<file path="src/rtl/antirrebote_botones_pkg.sv">
// -----------------------------------------------------------------------------
// antirrebote_botones_pkg
// Shared definitions for the push-button debouncer:
//   - canal_state_t : per-channel FSM state encoding (2 bits)
//   - CNT_W         : width of the debounce counter
//   - RPT_W         : width of the auto-repeat counter (optional feature,
//                     enabled by ANTIRREBOTE_AUTO_REPEAT_EN)
//   - sat_inc()     : saturating increment for the debounce counter
// -----------------------------------------------------------------------------
package antirrebote_botones_pkg;

    localparam int CNT_W = 24;
    localparam int RPT_W = 32;

    typedef enum logic [1:0] {
        IDLE      = 2'd0,
        ARMING    = 2'd1,
        HELD      = 2'd2,
        RELEASING = 2'd3
    } canal_state_t;

    // Holds at all-ones instead of wrapping back to zero.
    function automatic logic [CNT_W-1:0] sat_inc(input logic [CNT_W-1:0] v);
        return (&v) ? v : v + 1'b1;
    endfunction

endpackage

</file>
<file path="src/rtl/antirrebote_botones_canal.sv">
// -----------------------------------------------------------------------------
// antirrebote_canal
// One debounced push-button channel: 2-flop synchronizer, debounce FSM with a
// saturating counter, one-cycle raw pulse on each accepted press and the
// debounced level.  With ANTIRREBOTE_AUTO_REPEAT_EN defined, a held button
// also emits repeat pulses after REPEAT_DELAY cycles, then every
// REPEAT_PERIOD cycles.
//
// Ports:
//   clk    in   clock, rising edge
//   rst    in   synchronous active-high reset
//   btn    in   raw asynchronous button, high = pressed
//   pulse  out  registered one-cycle press pulse
//   level  out  debounced level (high in HELD / RELEASING)
// -----------------------------------------------------------------------------
module antirrebote_canal
    import antirrebote_botones_pkg::*;
#(
    parameter int DEBOUNCE_CYCLES = 1000000,
    parameter int REPEAT_DELAY    = 50000000,
    parameter int REPEAT_PERIOD   = 20000000
) (
    input  logic clk,
    input  logic rst,
    input  logic btn,
    output logic pulse,
    output logic level
);

    if (DEBOUNCE_CYCLES < 2 || DEBOUNCE_CYCLES > (2**CNT_W) - 1) begin : g_bad_debounce
        $error("antirrebote_canal: DEBOUNCE_CYCLES out of range");
    end
    if (REPEAT_DELAY < 1 || REPEAT_PERIOD < 1) begin : g_bad_repeat
        $error("antirrebote_canal: repeat parameters must be positive");
    end

    // The first high (or low) sample is taken in IDLE (or HELD), so ARMING /
    // RELEASING only need DEBOUNCE_CYCLES-1 more; the counter starts at 0.
    localparam logic [CNT_W-1:0] CNT_LAST = CNT_W'(DEBOUNCE_CYCLES - 2);

    logic [1:0]       sync_q;
    logic             btn_s;
    canal_state_t     state_q, state_d;
    logic [CNT_W-1:0] cnt_q, cnt_d;
    logic             pulse_d;
    logic             rpt_fire;

    assign btn_s = sync_q[1];

    // State register, counter and registered pulse
    always_ff @(posedge clk) begin
        if (rst) begin
            sync_q  <= '0;
            state_q <= IDLE;
            cnt_q   <= '0;
            pulse   <= 1'b0;
        end else begin
            sync_q  <= {sync_q[0], btn};
            state_q <= state_d;
            cnt_q   <= cnt_d;
            pulse   <= pulse_d;
        end
    end

    // Next-state logic
    always_comb begin
        state_d = state_q;
        unique case (state_q)
            IDLE:      if (btn_s) state_d = ARMING;
            ARMING:    if (!btn_s) state_d = IDLE;
                       else if (cnt_q == CNT_LAST) state_d = HELD;
            HELD:      if (!btn_s) state_d = RELEASING;
            RELEASING: if (btn_s) state_d = HELD;
                       else if (cnt_q == CNT_LAST) state_d = IDLE;
            default:   state_d = IDLE;
        endcase
        // Any transition restarts the count; only the qualifying states count.
        if (state_d != state_q)
            cnt_d = '0;
        else if (state_q == ARMING || state_q == RELEASING)
            cnt_d = sat_inc(cnt_q);
        else
            cnt_d = '0;
    end

`ifdef ANTIRREBOTE_AUTO_REPEAT_EN
    logic [RPT_W-1:0] rpt_q, rpt_d;
    logic             rpt_first_q, rpt_first_d;
    logic             staying_held;

    // rpt_q counts cycles spent in HELD; it is zero in the entry cycle. The
    // first fire waits REPEAT_DELAY, later ones REPEAT_PERIOD.
    always_comb begin
        staying_held = (state_q == HELD) && (state_d == HELD);
        rpt_fire     = staying_held &&
                       (rpt_q == (rpt_first_q ? RPT_W'(REPEAT_PERIOD - 1)
                                              : RPT_W'(REPEAT_DELAY - 1)));
        rpt_d        = rpt_q + 1'b1;
        rpt_first_d  = rpt_first_q;
        if (!staying_held) begin
            rpt_d       = '0;
            rpt_first_d = 1'b0;
        end else if (rpt_fire) begin
            rpt_d       = '0;
            rpt_first_d = 1'b1;
        end
    end

    always_ff @(posedge clk) begin
        if (rst) begin
            rpt_q       <= '0;
            rpt_first_q <= 1'b0;
        end else begin
            rpt_q       <= rpt_d;
            rpt_first_q <= rpt_first_d;
        end
    end
`else
    assign rpt_fire = 1'b0;
`endif

    // Outputs
    always_comb begin
        pulse_d = ((state_q == ARMING) && (state_d == HELD)) || rpt_fire;
        level   = (state_q == HELD) || (state_q == RELEASING);
    end

endmodule

</file>
<file path="src/rtl/antirrebote_botones.sv">
// -----------------------------------------------------------------------------
// antirrebote_botones
// Debounces the up/down buttons feeding the duty-cycle register and turns each
// accepted press into a one-cycle increment/decrement request.  Optional
// auto-repeat is enabled by defining ANTIRREBOTE_AUTO_REPEAT_EN.
//
// Ports:
//   clk_100MHz  in   clock, rising edge
//   rst         in   synchronous active-high reset
//   btn_up      in   raw up button, high = pressed
//   btn_down    in   raw down button, high = pressed
//   en          in   pulse enable (chip select of the duty-cycle register)
//   pulse_up    out  one-cycle increment request
//   pulse_down  out  one-cycle decrement request
//   up_level    out  debounced up level
//   down_level  out  debounced down level
// -----------------------------------------------------------------------------
module antirrebote_botones
    import antirrebote_botones_pkg::*;
#(
    parameter int DEBOUNCE_CYCLES = 1000000,
    parameter int REPEAT_DELAY    = 50000000,
    parameter int REPEAT_PERIOD   = 20000000
) (
    input  logic clk_100MHz,
    input  logic rst,
    input  logic btn_up,
    input  logic btn_down,
    input  logic en,
    output logic pulse_up,
    output logic pulse_down,
    output logic up_level,
    output logic down_level
);

    logic raw_up, raw_down;

    antirrebote_canal #(
        .DEBOUNCE_CYCLES(DEBOUNCE_CYCLES),
        .REPEAT_DELAY   (REPEAT_DELAY),
        .REPEAT_PERIOD  (REPEAT_PERIOD)
    ) u_canal_up (
        .clk  (clk_100MHz),
        .rst  (rst),
        .btn  (btn_up),
        .pulse(raw_up),
        .level(up_level)
    );

    antirrebote_canal #(
        .DEBOUNCE_CYCLES(DEBOUNCE_CYCLES),
        .REPEAT_DELAY   (REPEAT_DELAY),
        .REPEAT_PERIOD  (REPEAT_PERIOD)
    ) u_canal_down (
        .clk  (clk_100MHz),
        .rst  (rst),
        .btn  (btn_down),
        .pulse(raw_down),
        .level(down_level)
    );

    // A pulse seen while en is low is simply lost. Simultaneous up and down
    // requests cancel so the duty-cycle counter never sees both.
    always_comb begin
        pulse_up   = raw_up   & en & ~raw_down;
        pulse_down = raw_down & en & ~raw_up;
    end

endmodule

</file>
<file path="config.mk">
export PLATFORM = sky130hd
export DESIGN_NAME = antirrebote_botones
export DESIGN_NICKNAME = d
export VERILOG_FILES = /design/src/rtl/antirrebote_botones_pkg.sv /design/src/rtl/antirrebote_botones_canal.sv /design/src/rtl/antirrebote_botones.sv
export SDC_FILE = /design/constraint.sdc
export NUM_CORES = 1
export LEC_CHECK = 0
export ABC_AREA = 0
export CAP_MARGIN = 20
export CORE_MARGIN = 4
export CORE_UTILIZATION = 50
export DETAILED_ROUTE_END_ITERATION = 10
export HOLD_SLACK_MARGIN = 0.1
export PLACE_DENSITY_LB_ADDON = 0.15
export SYNTH_ARGS = -nofsm -noshare
export SYNTH_HDL_FRONTEND = slang
export SYNTH_HIERARCHICAL = 1
export SYNTH_SLANG_ARGS = --single-unit
</file>
<file path="constraint.sdc">
create_clock -name clk_100MHz -period 5.3 [get_ports clk_100MHz]
set_input_delay 0.53 -clock clk_100MHz [delete_from_list [all_inputs] [get_ports clk_100MHz]]
set_output_delay 0.53 -clock clk_100MHz [all_outputs]
set_load 0.01 [all_outputs]
</file>
==> insert_results.sql, run 1 <==
INSERT INTO impl_metrics (metric_group, metric, value, unit) VALUES
('pwr', 'pwr_density_cell', '255', 'nW/um2'),
('timing', 'finalSetupViolations', '0', ''),
('finish', 'diode_insertion_count_for_antenna_repair', '0', ''),
('place', 'placer_congestion_estimate', '0.809', ''),
('floorplan', 'die_area', '7230', 'um2'),
('floorplan', 'rows', '27', ''),
('place', 'detailed_place_hpwl', '4.30', 'mm'),
('worst_hold_path', 'hold_path_class', 'flop to flop', ''),
('yosys', 'post_synth_and_or_nand_nor_area_fraction', '0.320', ''),
('finish', 'design.final.nets', '352', ''),
('critical_path', 'worst-endpoint-required', '5.47', 'ns'),
('drt', 'drcViolationCount', '0', ''),
('critical_path', 'critPathMaxFanout', '24', ''),
('global_route', 'grt_pass1_vias', '2288', ''),
('timing', 'grt_setup_unrepaired', 'false', ''),
('clocking', 'tritoncts_buffer_count', '9', ''),
('pwr', 'p_switching', '0.000164', 'W'),
('clocking', 'cts_resized', '0', ''),
('timing', 'slew-limit-headroom', '0.435', ''),
('drt', 'route.final.wire_length', '6.33', 'mm'),
('floorplan', 'num_io_pins', '9', ''),
('yosys', 'yosysWarnings', '6', ''),
('clocking', 'worstSkewPairLatency', '0.32', 'ns'),
('finish', 'fill_cells', '524', ''),
('finish', 'drive_gt1_frac', '0.0460', ''),
('pwr', 'pwr-share-comb', '0.008', ''),
('yosys', 'synth.lib_cells_used.distinct', '36', ''),
('global_route', 'grt_pass1_wl', '10.9', 'mm'),
('clocking', 'clock_path_buffers', '2', ''),
('yosys', 'synth.area.mux_share', '0.00675', ''),
('pwr', 'vdd_drop_max', '164', 'uV'),
('yosys', 'mappedNetlistNets', '355', ''),
('pwr', 'clkPwrFrac', '0.451', ''),
('finish', 'multiInputGateArea', '1630', 'um2'),
('place', 'post-place-ws', '2.65', 'ns'),
('critical_path', 'worst-r2r-cell-count', '5', ''),
('timing', 'maxClockFrequency', '373', 'MHz'),
('place', 'port-buffer-count', '8', ''),
('global_route', 'grt-ovfl-total', '0', ''),
('clocking', 'cts_hold_buf', '0', ''),
('floorplan', 'start_util', '0.526', ''),
('drt', 'viasPerCell', '6.04', ''),
('run_status', 'run_status', 'finished, final reports clean', ''),
('timing', 'final_max_slew_viol_count', '0', ''),
('critical_path', 'criticalPathCategory', 'flop to flop', ''),
('timing', 'finalSetupTns', '0', 'ns'),
('clocking', 'cts.clk_slew.worst_paths', '0.06', 'ns'),
('finish', 'layout.area.seq', '1160', 'um2'),
('timing', 'tightest_slew', '0.839', 'ns'),
('yosys', 'yosys.area_share.adder', '0.0169', ''),
('worst_hold_path', 'hold-path-cell-count', '1', ''),
('yosys', 'area_share_of_the_leading_cell_type_in_the_synthesized_netlist', '0.392', ''),
('clocking', 'cts-htree-levels', '3', ''),
('yosys', 'synth.largest_area_cell', 'sky130_fd_sc_hd__dfxtp_1', ''),
('global_route', 'track_usage', '0.181', ''),
('timing', 'hold_viol_final', '0', ''),
('yosys', 'syn-cell-area', '2970', 'um2'),
('timing', 'fin_ws', '2.62', 'ns'),
('timing', 'final_min_period_over_clock_period', '0.506', ''),
('drt', 'route.vias.total', '2538', ''),
('drt', 'drt-initial-drc-count', '228', ''),
('clocking', 'cts_sinks', '58', ''),
('yosys', 'synthXorXnorAreaFrac', '0.0886', ''),
('timing', 'timing.final.crit_period', '2.68', 'ns'),
('pwr', 'power.share.sequential', '0.540', ''),
('yosys', 'post_synth_main_area_contributors', 'sky130_fd_sc_hd__dfxtp_1 (39%), sky130_fd_sc_hd__xor2_1 (5.9%), sky130_fd_sc_hd__nor2_1 (5.6%)', ''),
('clocking', 'clock_tree_from_tritoncts', 'built', ''),
('critical_path', 'cp_data_arrival_time', '2.85', 'ns'),
('clocking', 'total_setup_buffers_inserted_after_cts', '0', ''),
('pwr', 'leakage', '0.908', 'nW'),
('job', 'max-cap-violations', '0', '');
final cells by class:
cell class / instances / area share
flip-flops and latches: 58 / 0.364
clock inverters: 2 / 0.00314
clock buffers: 14 / 0.0542
inverters: 12 / 0.0141
repair buffers: 8 / 0.0251
multi-input cells: 254 / 0.511
well taps: 72 / 0.0283
placed cells by master (no fill, tap or decap), types with 6 or more instances in the layout:
master                            netlist  final
sky130_fd_sc_hd__dfxtp_1               58     58
sky130_fd_sc_hd__nor2_1                44     44
sky130_fd_sc_hd__nand4_1               20     20
sky130_fd_sc_hd__xor2_1                20     20
sky130_fd_sc_hd__nand3_1               14     14
sky130_fd_sc_hd__nor3_1                14     14
sky130_fd_sc_hd__nand2_1               14     14
sky130_fd_sc_hd__clkbuf_8               0     12
sky130_fd_sc_hd__inv_1                 12     12
sky130_fd_sc_hd__or4_1                 12     12
sky130_fd_sc_hd__nor4_1                10     10
sky130_fd_sc_hd__xnor2_1               10     10
sky130_fd_sc_hd__a21oi_1               10     10
sky130_fd_sc_hd__clkdlybuf4s50_1        0      8
sky130_fd_sc_hd__o2111ai_1              8      8
sky130_fd_sc_hd__and4_1                 8      8
sky130_fd_sc_hd__nor2b_1                6      6
sky130_fd_sc_hd__a211oi_1               6      6
sky130_fd_sc_hd__and3_1                 6      6
sky130_fd_sc_hd__nor4b_1                6      6
sky130_fd_sc_hd__o31ai_1                6      6
power by group through the flow:
stage / clock network, W / registers, W / logic, W
2_1_floorplan: 0 / 0.000448 / 0.00000266
3_3_place_gp: 0 / 0.000448 / 0.00000657
3_5_place_dp: 0 / 0.000448 / 0.00000686
4_1_cts: 0.000380 / 0.000439 / 0.00000696
5_1_grt: 0.000400 / 0.000439 / 0.00000736
6_report: 0.000367 / 0.000439 / 0.00000685
registers in the layout, summed over array words and instances, names as in the netlist:
register,flops
u_canal_down/state_q,2
u_canal_up/sync_q,2
u_canal_down/cnt_q,24
u_canal_down/pulse,1
u_canal_down/sync_q,2
u_canal_up/pulse,1
u_canal_up/state_q,2
u_canal_up/cnt_q,24
critical path, stage by stage, from the launching register on:
cell and delay [ns]:
sky130_fd_sc_hd__dfxtp_1 0.36, sky130_fd_sc_hd__or4_1 0.51, sky130_fd_sc_hd__or4_1 0.43, sky130_fd_sc_hd__nor4_2 0.36, sky130_fd_sc_hd__or4b_1 0.73, sky130_fd_sc_hd__nor3_1 0.13
through the flow:
step	cells	area, um2	total power, W	util
final	420	3190	0.000813	0.565
after global routing	420	3190	0.000846	0.565
after CTS	420	3190	0.000826	0.565
after detailed placement	404	3010	0.000455	0.533
after global placement	404	3010	0.000455	0.533
after floorplan	346	2970	0.000451	-
synthesized netlist by cell type (all sizes together):
library cell,instances
a2111oi,4
a211oi,6
a21oi,10
a311oi,2
a31oi,4
and2,2
and3,6
and3b,2
and4,8
buf,6
clkbuf,16
dfxtp,58
ha,4
inv,12
mux2i,2
nand2,14
nand3,14
nand4,20
nor2,44
nor2b,6
nor3,14
nor3b,2
nor4,12
nor4b,6
o2111ai,8
o211ai,4
o21ai,6
o31ai,6
or3,4
or4,12
or4b,2
xnor2,10
xor2,20
per-layer routing:
layer	part of all wire	routed length, um	up-vias	track usage
li1	-	-	1277	-
met1	0.54	3440	1197	0.278
met2	0.40	2530	62	0.242
met3	0.054	340	2	0.0398
met4	0.0038	24	0	0.0705
met5	0	0	-	0
cell families (layout without fill, tap and decap cells):
family / Yosys count / after routing
flip-flops: 58 / 58
AND/OR/NAND/NOR: 168 / 168
buffers and inverters: 34 / 36
multiplexers: 2 / 2
AO/OA/AOI/OAI: 50 / 50
XOR/XNOR: 30 / 30
adder cells (fa/ha/maj): 4 / 4
final timing paths:
path	endpoint	slack, ns	startpoint
worst max-delay path	u_canal_down/cnt_q[7]	2.62	u_canal_down/cnt_q[7]
worst min-delay path	u_canal_down/sync_q[1]	0.45	u_canal_down/sync_q[0]
worst max register to register	u_canal_down/cnt_q[7]	2.62	u_canal_down/cnt_q[7]
worst min register to register	u_canal_down/sync_q[1]	0.45	u_canal_down/sync_q[0]
Note: power is estimated with default switching activity, not from simulation.
==> inputs of run 2 (changes only) <==
- clock period: 5.3 -> 2.68 ns (I/O delays scaled with it)
==> run 2 against run 1 <==
  * First-iteration DRC count decreased by 11%
  * Utilization increased by 1.0 points
  * Critical endpoint is now u_canal_up/cnt_q[7]
  * Fmax increased by 15%
  * Total power increased by 92%
  * Sequential power increased by 98%
  * Global-route usage increased by 1.2 points
  * Highest routed layer unchanged
==> insert_results.sql, run 2 (synthesis results as in run 1) <==
INSERT INTO impl_metrics (metric_group, metric, value, unit) VALUES
('job', 'max-cap-violations', '0', ''),
('finish', 'post-route-util', '0.575', ''),
('drt', 'wl_per_cell', '15.4', 'um'),
('timing', 'final_max_slew_viol_count', '0', ''),
('timing', 'hold_ws', '0.451', 'ns'),
('clocking', 'cts_hold_buf', '0', ''),
('floorplan', 'chipHeight', '85.0', 'um'),
('global_route', 'grt_pass1_vias', '2396', ''),
('drt', 'postRouteAntennaNets', '0', ''),
('worst_hold_path', 'hold_path_class', 'flop to flop', ''),
('place', 'placer_congestion_estimate', '0.845', ''),
('drt', 'firstDrtPassIters', '6', ''),
('place', 'post-place-ws', '0.368', 'ns'),
('critical_path', 'critical_path.startpoint_type', 'flop', ''),
('global_route', 'pin_count_of_the_biggest_net_entering_global_routing', '25', ''),
('clocking', 'cts.clk_slew.worst_paths', '0.06', 'ns'),
('clocking', 'clock_path_buffers', '2', ''),
('place', 'port-buffer-count', '8', ''),
('critical_path', 'critPathMaxFanout', '24', ''),
('clocking', 'tritoncts_buffer_count', '9', ''),
('global_route', 'initial_antenna_violation_count', '0', ''),
('finish', 'drive_gt1_frac', '0.0698', ''),
('drt', 'route.final.wire_length', '6.63', 'mm'),
('timing', 'timing.final.crit_period', '2.32', 'ns'),
('clocking', 'total_setup_buffers_inserted_after_cts', '0', ''),
('global_route', 'global_route.peak_usage_layer', 'met2', ''),
('global_route', 'globalRouteMet1Util', '0.269', ''),
('worst_hold_path', 'min-delay-start', 'u_canal_up/sync_q[0]', ''),
('pwr', 'power.internal', '0.00123', 'W'),
('finish', 'diode_insertion_count_for_antenna_repair', '0', ''),
('finish', 'largestRegisters', 'u_canal_down/cnt_q x24, u_canal_up/cnt_q x24', ''),
('timing', 'finalSetupViolations', '0', ''),
('clocking', 'worstSkewPairLatency', '0.34', 'ns'),
('drt', 'drt-initial-drc-count', '204', ''),
('critical_path', 'worst-endpoint-required', '2.90', 'ns'),
('pwr', 'leakage', '0.945', 'nW'),
('critical_path', 'criticalPathCategory', 'flop to flop', ''),
('floorplan', 'die_area', '7230', 'um2'),
('pwr', 'sw_frac_of_total', '0.211', ''),
('finish', 'layout_common_cells', 'sky130_fd_sc_hd__dfxtp_1 (58), sky130_fd_sc_hd__nor2_1 (44), sky130_fd_sc_hd__nand4_1 (20), sky130_fd_sc_hd__xor2_1 (20)', ''),
('global_route', 'track_usage', '0.193', ''),
('pwr', 'pwr-share-comb', '0.009', ''),
('finish', 'multiInputGateArea', '1630', 'um2'),
('timing', 'slew-limit-headroom', '0.557', ''),
('run_status', 'run_status', 'finished, final reports clean', ''),
('place', 'detailed_place_hpwl', '4.53', 'mm'),
('critical_path', 'cp_data_arrival_time', '2.54', 'ns'),
('finish', 'design.final.nets', '362', ''),
('floorplan', 'start_util', '0.526', ''),
('critical_path', 'r2r_slack', '0.36', 'ns'),
('timing', 'fin_skew', '0.00579', 'ns'),
('finish', 'final_area', '3240', 'um2'),
('floorplan', 'num_io_pins', '9', ''),
('floorplan', 'die_w', '85.0', 'um'),
('timing', 'maxClockFrequency', '430', 'MHz'),
('pwr', 'vdd_drop_max', '269', 'uV'),
('finish', 'fill_cells', '527', ''),
('pwr', 'p_switching', '0.000330', 'W'),
('critical_path', 'worst_setup_startpoint', 'u_canal_up/cnt_q[7]', ''),
('timing', 'finalSetupTns', '0', 'ns'),
('finish', 'most_common_cell_after_layout_fill_and_taps_aside', 'sky130_fd_sc_hd__dfxtp_1', ''),
('clocking', 'cts_sinks', '58', ''),
('drt', 'route.vias.total', '2645', ''),
('timing', 'fin_ws', '0.355', 'ns'),
('timing', 'final_min_period_over_clock_period', '0.867', ''),
('critical_path', 'worstSetupEndpointType', 'flop', ''),
('clocking', 'cts_resized', '0', ''),
('clocking', 'clock_tree_from_tritoncts', 'built', ''),
('finish', 'layout.area.seq', '1160', 'um2'),
('global_route', 'grt_pass1_wl', '11.4', 'mm'),
('critical_path', 'worst_r2r_startpoint', 'u_canal_up/cnt_q[7]', ''),
('floorplan', 'floorplan.core_area', '5640', 'um2'),
('place', 'post_dp_cell_area', '3080', 'um2'),
('clocking', 'cts-htree-levels', '3', ''),
('global_route', 'met2_usage', '0.275', ''),
('pwr', 'power.share.sequential', '0.556', ''),
('clocking', 'cts_root_buf', 'sky130_fd_sc_hd__clkbuf_8', ''),
('pwr', 'pwr_density_cell', '481', 'nW/um2'),
('timing', 'tightest_slew', '0.647', 'ns'),
('finish', 'area.growth.synth_to_final', '9.41', '%'),
('floorplan', 'rows', '27', ''),
('timing', 'grt_setup_unrepaired', 'false', ''),
('global_route', 'global_route.usage.met3', '0.0738', ''),
('drt', 'viasPerCell', '6.15', ''),
('timing', 'hold_viol_final', '0', ''),
('pwr', 'clkPwrFrac', '0.435', ''),
('drt', 'drcViolationCount', '0', ''),
('global_route', 'grt-ovfl-total', '0', '');
[run 2: cell types whose count changed in the layout (fill, tap and decap cells not counted), sizes merged]
cell | previous run | this run
clkbuf | 14 | 13
buf | 0 | 10
clkinv | 2 | 3
[run 2: worst paths after layout]
path,endpoint,depth (start not counted)
worst max-delay path,u_canal_up/cnt_q[7],6
worst min-delay path,u_canal_up/sync_q[1],1
worst max register to register,u_canal_up/cnt_q[7],6
worst min register to register,u_canal_up/sync_q[1],1
[run 2: worst max-delay path: stages (launching register included)]
cell and delay, ns:
sky130_fd_sc_hd__dfxtp_1 0.36, sky130_fd_sc_hd__or4_1 0.51, sky130_fd_sc_hd__or4_1 0.42, sky130_fd_sc_hd__nor4_2 0.38, sky130_fd_sc_hd__or4b_1 0.18, sky130_fd_sc_hd__buf_4 0.26
sky130_fd_sc_hd__nor3_1 0.10
[run 2: layout make-up]
class                           instances  area share
Multi-Input combinational cell        254       0.502
Tap cell                               72      0.0278
Clock buffer                           13      0.0459
Sequential cell                        58       0.358
Timing Repair Buffer                   18      0.0478
Inverter                               12      0.0139
Clock inverter                          3     0.00463
[run 2: power groups by stage]
stage	clock, W	sequential (W)	combinational [W]
after detailed placement	0	0.000887	0.0000138
after global placement	0	0.000887	0.0000133
after floorplan	0	0.000886	0.00000526
final	0.000679	0.000868	0.0000134
after CTS	0.000707	0.000868	0.0000138
after global routing	0.000748	0.000867	0.0000153
[run 2: through the flow]
step,std cells,total power [W]
3_5_place_dp,414,0.000901
2_1_floorplan,346,0.000891
4_1_cts,430,0.00159
5_1_grt,430,0.00163
6_report,430,0.00156
3_3_place_gp,414,0.000900
[run 2: per-layer routing]
layer / share of wire / vias up
met2: 0.42 / 107
met3: 0.082 / 8
met1: 0.49 / 1233
met5: 0 / -
met4: 0.014 / 0
li1: - / 1297
